### config.mk
export PLATFORM = sky130hd
export DESIGN_NAME = serial_adder
export DESIGN_NICKNAME = d
export VERILOG_FILES = /design/src/rtl/serial_adder_pkg.sv /design/src/rtl/full_adder_cell.sv /design/src/rtl/serial_adder.sv
export SDC_FILE = /design/constraint.sdc
export NUM_CORES = 1
export LEC_CHECK = 0
export BUFFER_PORTS_ARGS = -buffer_cell sky130_fd_sc_hd__buf_2
export CORE_MARGIN = 1.5
export CORE_UTILIZATION = 30
export DETAILED_ROUTE_END_ITERATION = 10
export GPL_TIMING_DRIVEN = 1
export SLEW_MARGIN = 30
export SYNTH_ARGS = -nofsm -noshare
export SYNTH_HDL_FRONTEND = slang
export SYNTH_SLANG_ARGS = --single-unit
export TNS_END_PERCENT = 50
### constraint.sdc
create_clock -name clk -period 2.4 [get_ports clk]
set_input_delay 0.24 -clock clk [delete_from_list [all_inputs] [get_ports clk]]
set_output_delay 0.24 -clock clk [all_outputs]
set_load 0.02 [all_outputs]
### src/rtl/serial_adder_pkg.sv
// serial_adder_pkg: shared FSM state type and width limit for the bit-serial adder.
// Rev 1.0
`default_nettype none

package serial_adder_pkg;

  localparam int MAX_WIDTH = 64;

  typedef enum logic [1:0] {
    IDLE = 2'd0,
    RUN  = 2'd1,
    DONE = 2'd2
  } state_e;

endpackage

`default_nettype wire

### src/rtl/full_adder_cell.sv
// full_adder_cell: combinational one-bit full adder used by the serial datapath.
// Rev 1.0
`default_nettype none

module full_adder_cell (
  input  logic a,
  input  logic b,
  input  logic cin,
  output logic s,
  output logic cout
);

  assign s    = a ^ b ^ cin;
  assign cout = (a & b) | (cin & (a ^ b));

endmodule

`default_nettype wire

### src/rtl/serial_adder.sv
// serial_adder: LSB-first bit-serial add/subtract with valid/ready handshakes.
// Rev 1.0
`default_nettype none

module serial_adder
  import serial_adder_pkg::*;
#(
  parameter int WIDTH = 8
) (
  input  logic             clk,
  input  logic             rst_n,
  input  logic             in_valid,
  output logic             in_ready,
  input  logic [WIDTH-1:0] a,
  input  logic [WIDTH-1:0] b,
  input  logic             cin,
  input  logic             sub,
  output logic             out_valid,
  input  logic             out_ready,
  output logic [WIDTH-1:0] sum,
  output logic             cout,
  output logic             overflow
);

  localparam int             CW   = (WIDTH > 1) ? $clog2(WIDTH) : 1;
  localparam logic [CW-1:0]  LAST = CW'(WIDTH - 1);

  state_e           state_q, state_d;
  logic [WIDTH-1:0] a_q, a_d;
  logic [WIDTH-1:0] b_q, b_d;
  logic [WIDTH-1:0] sum_q, sum_d;
  logic [CW-1:0]    cnt_q, cnt_d;
  logic             carry_q, carry_d;
  logic             cout_q, cout_d;
  logic             ovf_q, ovf_d;
  logic             fa_s, fa_c;

  full_adder_cell u_fa (
    .a    (a_q[0]),
    .b    (b_q[0]),
    .cin  (carry_q),
    .s    (fa_s),
    .cout (fa_c)
  );

  always_comb begin
    state_d = state_q;
    a_d     = a_q;
    b_d     = b_q;
    sum_d   = sum_q;
    cnt_d   = cnt_q;
    carry_d = carry_q;
    cout_d  = cout_q;
    ovf_d   = ovf_q;
    case (state_q)
      IDLE: begin
        if (in_valid) begin
          // Subtraction folds into addition as A + ~B + 1.
          a_d     = a;
          b_d     = sub ? ~b : b;
          carry_d = sub ? 1'b1 : cin;
          cnt_d   = '0;
          state_d = RUN;
        end
      end
      RUN: begin
        a_d              = a_q >> 1;
        b_d              = b_q >> 1;
        carry_d          = fa_c;
        sum_d            = sum_q >> 1;
        sum_d[WIDTH-1]   = fa_s;
        if (cnt_q == LAST) begin
          // carry_q here is the carry into the MSB.
          cout_d  = fa_c;
          ovf_d   = carry_q ^ fa_c;
          state_d = DONE;
        end else begin
          cnt_d = cnt_q + CW'(1);
        end
      end
      DONE: begin
        if (out_ready) state_d = IDLE;
      end
      default: state_d = IDLE;
    endcase
  end

  always_ff @(posedge clk or negedge rst_n) begin
    if (!rst_n) begin
      state_q <= IDLE;
      a_q     <= '0;
      b_q     <= '0;
      sum_q   <= '0;
      cnt_q   <= '0;
      carry_q <= 1'b0;
      cout_q  <= 1'b0;
      ovf_q   <= 1'b0;
    end else begin
      state_q <= state_d;
      a_q     <= a_d;
      b_q     <= b_d;
      sum_q   <= sum_d;
      cnt_q   <= cnt_d;
      carry_q <= carry_d;
      cout_q  <= cout_d;
      ovf_q   <= ovf_d;
    end
  end

  assign in_ready  = (state_q == IDLE);
  assign out_valid = (state_q == DONE);
  assign sum       = sum_q;
  assign cout      = cout_q;
  assign overflow  = ovf_q;

endmodule

`default_nettype wire

==> Implementation_results.wiki <==
{| class="wikitable"
! Metric !! Value
|-
| Buffer levels on the longest clock path || 2
|-
| Root buffer cell || sky130_fd_sc_hd__clkbuf_8
|-
| Startpoint of the worst register-to-register path || state_q[0]$_DFFE_PN0P_
|-
| Number of rows in the core area || 25
|-
| Synth Net Count || 175
|-
| Rel. slew slack || 53.6%
|-
| Total wirelength of the detailed-routed design || 2930 µm
|-
| Run status || finished clean
|-
| Floorplan die height || 74.6 µm
|-
| H-Tree Level Count || 2
|-
| Crit path largest cell delay || 0.59 ns
|-
| Number of nets still failing antenna checks after routing || 0
|-
| Max Cap Viol || 0
|-
| Area growth from synthesis to layout || 20.0%
|-
| Critical path capture point type || flip-flop
|-
| Worst-path maximum fanout || 13
|-
| Number of buffers inserted by post-CTS setup repair || 0
|-
| Critical path arrival || 1.91 ns
|-
| Flip-flop and latch count after synthesis || 32
|-
| Crit-path cells || nor2b_1 -> buf_4 -> buf_4 -> o22ai_1 -> o21ai_0
|-
| Die extent in x || 74.6 µm
|-
| Clock-pin transition on the worst setup and hold timing paths || 0.06 ns
|-
| Number of buffer and inverter instances along the worst setup path || 2
|-
| Post-CTS resize count || 0
|-
| Endpoints failing setup || 0
|-
| Count of vias placed by the detailed router || 1110
|-
| Global router's overall resource usage || 12.2%
|-
| Share of post-route cells with drive strength above 1 || 26.5%
|-
| Number of filler cells placed in the layout || 525
|-
| Port Buf Inserts || 33
|-
| Static power due to leakage || 0.914 nW
|-
| Flip-flop and latch area || 801 µm²
|-
| Synthesized instance count || 150
|-
| Post-route clock skew || 0.00632 ns
|-
| Setup repair after global routing missed its margin || false
|-
| Post-CTS Hold Fix Bufs || 0
|-
| Proportion of synthesized chip area in sequential cells || 52.1%
|-
| Startpoint-to-endpoint class of the critical path || flip-flop to flip-flop
|-
| Cell type with the highest aggregate area in the netlist || sky130_fd_sc_hd__dfrtp_1
|-
| Count of different cell masters after synthesis || 32
|-
| Final-report hold violation count || 0
|-
| Cell count of the worst reg-to-reg path || 5
|-
| Drt first-iter violations || 46
|-
| Cell count after placement || 245
|-
| WHS || 0.00808 ns
|-
| Average wire per cell in the routed design || 11.6 µm
|-
| Number of slew-limit violations in the final report || 0
|-
| Overall power || 2.44 mW
|-
| Maximum number of pins on one net before global-route repair || 33
|-
| Initial antenna violation count || 0
|-
| Synth top area share || 52.1%
|-
| Worst path top cell family by delay || flip-flops
|-
| Cell type with the highest occurrence count on the critical path || sky130_fd_sc_hd__buf_4
|-
| Number of sinks on the clock net || 32
|-
| Wire length of the first global-routing pass || 5060 µm
|-
| Via count of the first global-routing pass || 1084
|-
| Source-to-sink clock delay at the later pin of the worst-skew pair || 0.28 ns
|-
| Min Clock Period, post-route || 1.71 ns
|-
| Number of top-level pins || 34
|-
| Crit path launch type || flip-flop
|-
| Netlist area before placement || 0.00154 mm²
|-
| Peak ir drop on the vdd network || 0.440 mV
|-
| Initial standard-cell utilization of the core || 31.9%
|-
| Type of the worst min-delay path || primary input to asynchronous set/reset pin
|-
| RR Endpoint || b_q[0]$_DFFE_PN0P_
|-
| Number of iterations in the first detailed-routing pass || 4
|-
| Main area contributors after synthesis || sky130_fd_sc_hd__dfrtp_1 (52%), sky130_fd_sc_hd__nand2_1 (9.8%), sky130_fd_sc_hd__mux2i_1 (4.6%)
|-
| Mean area per synthesized cell || 10.2 µm²
|-
| Total number of nets in the final design || 210
|-
| Final sum of negative setup slack || 0 ns
|-
| Warnings, synthesis || 0
|-
| Power density of the placed cells || 1320 mW/mm²
|-
| CTS tree || yes
|-
| Routability Congestion || 0.709
|-
| Leftover overflow at the end of global routing || 0
|-
| Via density || 4.40
|-
| Number of buffers created by CTS || 5
|-
| Antenna fix cells || 0
|-
| Detailed-route DRC error count || 0
|-
| Required time at the endpoint of the critical path || 2.60 ns
|-
| Slack of the worst reg-to-reg path || 0.69 ns
|-
| Core Area || 0.00482 mm²
|-
| Peak clock frequency supported by timing || 584 MHz
|-
| Total half-perimeter wirelength after legalization and detailed placement || 2170 µm
|-
| Area of combinational cells with multiple inputs || 653 µm²
|-
| Critical path launch point || state_q[0]$_DFFE_PN0P_
|-
| Portion of the clock cycle consumed by the worst path in the final layout || 71.3%
|-
| CP max-delay cell || sky130_fd_sc_hd__dfrtp_1
|-
| Total Die Area || 0.00556 mm²
|-
| Number of standard cells in the layout, taps in and fillers out || 252
|-
| Worst Tran Pin Value || 0.697 ns
|}
-- per-stage QoR --
stage               area, µm²  util (%)  setup slack [ns]
finish                   1840      38.3             0.688
global route             1840      38.3             0.504
global placement         1750      36.3             0.762
CTS                      1840      38.3             0.663
detailed placement       1750      36.3             0.680
floorplan                1540         -             0.984
-- cell families (layout without fill, tap and decap cells) --
group | Yosys count | after routing | share of synthesized area (%)
and+or+nand+nor | 54 | 54 | 15.1
muxes | 10 | 10 | 6.76
buffers and inverters | 13 | 48 | 5.37
AOI/OAI and AO/OA | 29 | 29 | 12.6
xor gates and xnor gates | 9 | 9 | 5.13
adders and majority gates | 3 | 3 | 2.93
DFF | 32 | 32 | 52.1
-- per-layer routing --
metal	GRT usage, %	share of wire (%)	vias up
met5	0	0	-
met4	4.24	1.4	0
met3	5.01	6.1	5
met2	17.0	41	27
met1	17.0	52	508
li1	-	-	570
-- synth_stat cells (all sizes together) --
cell and number:
ha 2, o31ai 3, o21bai 1, mux2 3, xnor2 1, a222oi 1, a21oi 1, dfrtp 32
a31oi 1, mux2i 7, nor3 1, inv 4, nand2 41, buf 8, o21ai 12, nor3b 2
clkbuf 1, nand2b 1, nor2b 4, a22o 2, o22ai 3, fa 1, a22oi 5, xor2 8
nor2 5
-- cell usage in the layout, fill, tap and decap left out, types with 5 or more instances in the layout --
cell type | netlist | final
sky130_fd_sc_hd__o21ai_0 | 10 | 10
sky130_fd_sc_hd__clkbuf_8 | 0 | 7
sky130_fd_sc_hd__nor2_1 | 5 | 5
sky130_fd_sc_hd__mux2i_1 | 7 | 7
sky130_fd_sc_hd__dfrtp_1 | 32 | 32
sky130_fd_sc_hd__buf_2 | 3 | 33
sky130_fd_sc_hd__a22oi_1 | 5 | 5
sky130_fd_sc_hd__nand2_1 | 40 | 40
sky130_fd_sc_hd__xor2_1 | 8 | 8
-- worst reg2reg max path, delay by kind of cell, from the launching register on --
kind / cells / cell delay [ns]
simple gates: 1 / 0.46
flops: 1 / 0.59
compound gates: 2 / 0.21
buf+inv: 2 / 0.38
-- power breakdown --
part	switching, mW	internal (mW)	leakage, nW
Clock	0.187	0.255	0.0503
Combinational	0.576	0.442	0.464
Sequential	0.183	0.793	0.400
Total	0.947	1.49	0.914
-- final cells by class --
type,count,share of cell area [%]
Inverter,4,0.814
Clock buffer,7,5.22
Timing Repair Buffer,37,10.6
Tap cell,67,4.55
Multi-Input combinational cell,105,35.4
Sequential cell,32,43.4
-- how the worst max path moves through the flow --
stage	end	cells past startpoint
floorplan	overflow$_DFFE_PN0P_	3
global placement	a_q[0]$_DFFE_PN0P_	4
detailed placement	b_q[2]$_DFFE_PN0P_	5
CTS	b_q[0]$_DFFE_PN0P_	5
global route	b_q[1]$_DFFE_PN0P_	5
finish	b_q[0]$_DFFE_PN0P_	5
-- sequential cells by signal (all words and copies together) (netlist names) --
register	cells
a_q	8
b_q	8
sum	8
cnt_q	3
state_q	2
carry_q	1
cout	1
overflow	1
Note: power is estimated with default switching activity, not from simulation.
